## src/rtl/mac_operand_sequencer.sv

```systemverilog
// Operand-side sequencer for C = A*B: walks (i, j, k), issues A/B reads and registers each product.
// Define MAC_SEQ_SIGNED_EN for a two's-complement multiply; the default build multiplies unsigned.
module mac_operand_sequencer #(
  parameter int M                      = 4,
  parameter int K                      = 4,
  parameter int N                      = 4,
  parameter int DATA_WIDTH_INIT_MATRIX = 32,
  localparam int MW = (M > 1) ? $clog2(M) : 1,
  localparam int KW = (K > 1) ? $clog2(K) : 1,
  localparam int NW = (N > 1) ? $clog2(N) : 1,
  localparam int W  = DATA_WIDTH_INIT_MATRIX
) (
  input  logic            clk,
  input  logic            resetn,
  input  logic            start,
  output logic            busy,
  output logic            done,
  output logic [MW-1:0]   row_addr_a,
  output logic [KW-1:0]   col_addr_a,
  output logic [KW-1:0]   row_addr_b,
  output logic [NW-1:0]   col_addr_b,
  input  logic [W-1:0]    data_in_a,
  input  logic [W-1:0]    data_in_b,
  output logic [2*W-1:0]  product_reg,
  output logic [MW-1:0]   matrix_a_row_addr_counter_reg,
  output logic [KW-1:0]   matrix_a_col_addr_counter_reg,
  output logic [KW-1:0]   matrix_b_row_addr_counter_reg,
  output logic [NW-1:0]   matrix_b_col_addr_counter_reg,
  output logic            mult_done_reg,
  output logic [1:0]      state_dbg
);

  // Handshake: start is a level sampled only in IDLE; mult_done_reg qualifies
  // product_reg and its counters for exactly that cycle, with no back-pressure.
  typedef enum logic [1:0] {
    S_IDLE  = 2'd0,
    S_RUN   = 2'd1,
    S_DRAIN = 2'd2,
    S_DONE  = 2'd3
  } state_t;

  localparam logic [MW-1:0] M_LAST = MW'(M - 1);
  localparam logic [KW-1:0] K_LAST = KW'(K - 1);
  localparam logic [NW-1:0] N_LAST = NW'(N - 1);

  state_t          state_q, state_d;
  logic            drain_cnt_q, drain_cnt_d;
  logic [MW-1:0]   i_q, i_d;
  logic [NW-1:0]   j_q, j_d;
  logic [KW-1:0]   k_q, k_d;
  logic            s1_valid_q, s1_valid_d;
  logic [MW-1:0]   s1_i_q, s1_i_d;
  logic [NW-1:0]   s1_j_q, s1_j_d;
  logic [KW-1:0]   s1_k_q, s1_k_d;
  logic [2*W-1:0]  product_q, product_d;
  logic [MW-1:0]   p_i_q, p_i_d;
  logic [NW-1:0]   p_j_q, p_j_d;
  logic [KW-1:0]   p_k_q, p_k_d;
  logic            mult_done_q, mult_done_d;
  logic            issue;
  logic [2*W-1:0]  a_ext, b_ext, mul_full;

  always_comb begin
`ifdef MAC_SEQ_SIGNED_EN
    a_ext = {{W{data_in_a[W-1]}}, data_in_a};
    b_ext = {{W{data_in_b[W-1]}}, data_in_b};
`else
    a_ext = {{W{1'b0}}, data_in_a};
    b_ext = {{W{1'b0}}, data_in_b};
`endif
    // Low 2W bits of the extended product are exact for both signednesses.
    mul_full = a_ext * b_ext;
  end

  always_comb begin
    state_d     = state_q;
    drain_cnt_d = drain_cnt_q;
    i_d         = i_q;
    j_d         = j_q;
    k_d         = k_q;
    issue       = 1'b0;
    case (state_q)
      S_IDLE: begin
        if (start) begin
          i_d     = '0;
          j_d     = '0;
          k_d     = '0;
          state_d = S_RUN;
        end
      end
      S_RUN: begin
        issue = 1'b1;
        // The final issue leaves the address registers parked on (M-1, N-1, K-1).
        if (i_q == M_LAST && j_q == N_LAST && k_q == K_LAST) begin
          state_d     = S_DRAIN;
          drain_cnt_d = 1'b0;
        end else if (k_q != K_LAST) begin
          k_d = k_q + 1'b1;
        end else begin
          k_d = '0;
          if (j_q != N_LAST) begin
            j_d = j_q + 1'b1;
          end else begin
            j_d = '0;
            i_d = i_q + 1'b1;
          end
        end
      end
      S_DRAIN: begin
        if (drain_cnt_q) state_d = S_DONE;
        else             drain_cnt_d = 1'b1;
      end
      S_DONE:  state_d = S_IDLE;
      default: state_d = S_IDLE;
    endcase

    s1_valid_d  = issue;
    s1_i_d      = i_q;
    s1_j_d      = j_q;
    s1_k_d      = k_q;

    mult_done_d = s1_valid_q;
    product_d   = product_q;
    p_i_d       = p_i_q;
    p_j_d       = p_j_q;
    p_k_d       = p_k_q;
    if (s1_valid_q) begin
      product_d = mul_full;
      p_i_d     = s1_i_q;
      p_j_d     = s1_j_q;
      p_k_d     = s1_k_q;
    end
  end

  always_ff @(posedge clk) begin
    if (!resetn) begin
      state_q     <= S_IDLE;
      drain_cnt_q <= 1'b0;
      i_q         <= '0;
      j_q         <= '0;
      k_q         <= '0;
      s1_valid_q  <= 1'b0;
      s1_i_q      <= '0;
      s1_j_q      <= '0;
      s1_k_q      <= '0;
      product_q   <= '0;
      p_i_q       <= '0;
      p_j_q       <= '0;
      p_k_q       <= '0;
      mult_done_q <= 1'b0;
    end else begin
      state_q     <= state_d;
      drain_cnt_q <= drain_cnt_d;
      i_q         <= i_d;
      j_q         <= j_d;
      k_q         <= k_d;
      s1_valid_q  <= s1_valid_d;
      s1_i_q      <= s1_i_d;
      s1_j_q      <= s1_j_d;
      s1_k_q      <= s1_k_d;
      product_q   <= product_d;
      p_i_q       <= p_i_d;
      p_j_q       <= p_j_d;
      p_k_q       <= p_k_d;
      mult_done_q <= mult_done_d;
    end
  end

  assign busy                          = (state_q != S_IDLE);
  assign done                          = (state_q == S_DONE);
  assign row_addr_a                    = i_q;
  assign col_addr_a                    = k_q;
  assign row_addr_b                    = k_q;
  assign col_addr_b                    = j_q;
  assign product_reg                   = product_q;
  assign matrix_a_row_addr_counter_reg = p_i_q;
  assign matrix_a_col_addr_counter_reg = p_k_q;
  assign matrix_b_row_addr_counter_reg = p_k_q;
  assign matrix_b_col_addr_counter_reg = p_j_q;
  assign mult_done_reg                 = mult_done_q;
  assign state_dbg                     = state_q;

endmodule

```

## config.mk

```make
export PLATFORM = sky130hd
export DESIGN_NAME = mac_operand_sequencer
export DESIGN_NICKNAME = d
export VERILOG_FILES = /design/src/rtl/mac_operand_sequencer.sv
export SDC_FILE = /design/constraint.sdc
export NUM_CORES = 2
export LEC_CHECK = 0
export ABC_AREA = 1
export CAP_MARGIN = 20
export CORE_UTILIZATION = 55
export CTS_CLUSTER_SIZE = 16
export DETAILED_ROUTE_END_ITERATION = 16
export PLACE_DENSITY = 0.77
export SYNTH_ARGS = -nofsm -noshare
export SYNTH_HDL_FRONTEND = slang
export SYNTH_SLANG_ARGS = --single-unit
```

## constraint.sdc

```tcl
create_clock -name clk -period 10.4 [get_ports clk]
set_input_delay 3.12 -clock clk [delete_from_list [all_inputs] [get_ports clk]]
set_output_delay 3.12 -clock clk [all_outputs]
set_load 0.05 [all_outputs]
```

==> results.toml <==
[clock_network]
post_cts_buffers = 0
cts_tree = "yes"
clock_path_buffers = 2
ctsResizeCount = 0
path_clk_slew_ns = 0.06
h-tree-depth = 3
clock_latency_ns = 0.35
clock_sinks = 87
cts_buffers = 9
cts_hold_buf = 0
cts-root-buf = "clkbuf_16"

[cells_and_area]
nets = 6677
fillers = 6235
largest_reg_flops = 64
drive_above_1_share_pct = 3.56
area_growth_pct = 8.99
stdcell_count = 6391

[die]
rows = 97
start_util_pct = 55.8
die_area_mm2 = 0.0724
die_width_um = 269
core_mm2 = 0.0703
io_pins = 152
die_h_um = 269

[sta]
finalHoldViolCount = 0
finalSetupViolCount = 0
max_freq_mhz = 100
final_min_period_over_clock_period_pct = 96.0
tightestPinTransition_ns = 0.868
clock_skew_ns = 0.00584
rsz0062_at_grt = "false"
min_period_ns = 9.99
slew_headroom_pct = 42.0
finalSetupTns_ns = 0
slew_viol_final = 0

[critical_path]
arrival_ns = 10.24
cp-start-kind = "primary input"
crit_type = "primary input to flip-flop"
end_kind = "flip-flop"
critical_path_required_ns = 10.65
critPathMaxFanout = 9

[synth]
syn_inst = 5380
ys.flop_type = "dfxtp_1"
yosysTopAreaCellShare_pct = 45.7
synth.area.top_cells = "fa_1 46%, inv_1 17%, nand2_1 16%, ha_1 8.6%, dfxtp_1 4.4%"
yosysSeqAreaShare_pct = 4.44
yosysUniqueCellTypes = 29
synth-async-reset-ratio_pct = 0
syn-cell-area_mm2 = 0.0392
synth_nets = 6614
synth_edf_count = 0
avgSynthCellArea_um2 = 7.29
ys_warn_count = 0
synth_most_common_cell = "inv_1"
yosysTopAreaCell = "fa_1"
synth-seq-cells = 87
yosys-top-cells-count = "1,793 x inv_1, 1,672 x nand2_1, 896 x fa_1, 271 x ha_1, 207 x clkbuf_1"

[routing]
ant_nets = 0
avgViaCountPerCell = 5.01
drc = 0
post_drt_wl_per_cell_um = 16.2
dr_total_vias = 32000
drtIter0Drc = 2500
dr.pass1.iters = 7
drt-total-wl_um = 103000

[global_routing]
grt_busiest_layer = "met2"
grt_use_met3_pct = 5.86
grt_pass1_vias = 34100
grt_usage_pct = 30.5
grt_pass1_wl_um = 173000
grt_max_degree = 78
use_met1_pct = 41.5
met2_usage_pct = 50.1
antenna_found_initial = 5
overflow = 0

[min_path]
hp-class = "flip-flop to flip-flop"

[place]
dp_hpwl_um = 88200
portBuffers = 151
place.gp.congestion = 0.997
post-place-cells = 6372

[job]
max-cap-violations = 0

[status]
status = "finished, final reports clean"
layout make-up:
class	instances	area (µm²)	area share, %
multi-input cells	3274	29900	69.9
flip-flops and latches	87	1740	4.08
well taps	940	1180	2.75
diodes	3	7.51	0.0176
repair buffers	271	2860	6.69
inverters	1800	6760	15.8
clock buffers	9	225	0.527
clock inverters	7	95.1	0.222
placed cells by master, fill, tap and decap left out, drive strengths merged, types with 10 or more instances in the layout:
master,count
nand2,1688
inv,1800
a21oi,53
fa,896
nor2,168
nand3,78
ha,271
nand4,10
o21ai,53
clkdlybuf4s50,149
xnor2,18
xor2,12
buf,121
dfxtp,87
critical path, cell delays in order:
cell and delay [ns]:
clkdlybuf4s50_1 0.81, nand2_1 0.16, fa_1 0.54, fa_1 0.56, fa_1 0.53, fa_1 0.52
inv_1 0.05, fa_1 0.60, fa_1 0.45, fa_1 0.53, inv_1 0.06, fa_1 0.49
inv_1 0.04, ha_1 0.35, nand2_1 0.11, nor2_2 0.15, inv_2 0.06, nor3_2 0.38
nand2_1 0.21, nor2_1 0.13, nand2_1 0.08, nand4_1 0.08, nand3_1 0.08, nand2_1 0.09
inv_1 0.04
per-stage QoR:
step | worst slack [ns] | instance area [µm²] | util (%) | hold slack (ns)
2_1_floorplan | 1.42 | 39200 | - | 0.431
3_3_place_gp | 0.0410 | 42400 | 60.4 | 0.433
3_5_place_dp | 0.0192 | 42400 | 60.4 | 0.448
4_1_cts | 0.350 | 42800 | 60.8 | 0.463
5_1_grt | 0.0696 | 42800 | 60.8 | 0.484
6_report | 0.413 | 42800 | 60.9 | 0.453
path summary, 6_finish.rpt:
check | from | to | slack (ns) | cells after the start
worst min-delay path | s1_k_q[0] | matrix_a_col_addr_counter_reg[0] | 0.45 | 2
worst min register to register | s1_k_q[0] | matrix_a_col_addr_counter_reg[0] | 0.45 | 2
worst max register to register | state_dbg[1] | row_addr_a[0] | 8.45 | 10
worst max-delay path | data_in_a[28] | product_reg[54] | 0.41 | 25
layer usage:
metal | up-vias | part of all wire, %
li1 | 14800 | -
met1 | 15600 | 41
met2 | 1352 | 47
met3 | 208 | 9.6
met4 | 4 | 2.5
met5 | - | 0.026
logic make-up after synthesis:
group / synth area share (%)
adders and majority gates: 54.4
and+or+nand+nor: 19.5
xor gates and xnor gates: 0.670
AOI/OAI and AO/OA: 1.71
buffers and inverters: 19.4
DFF: 4.44
Power is not shown: default switching activity piles up to over one toggle a cycle in this logic, so the estimate is an artifact.
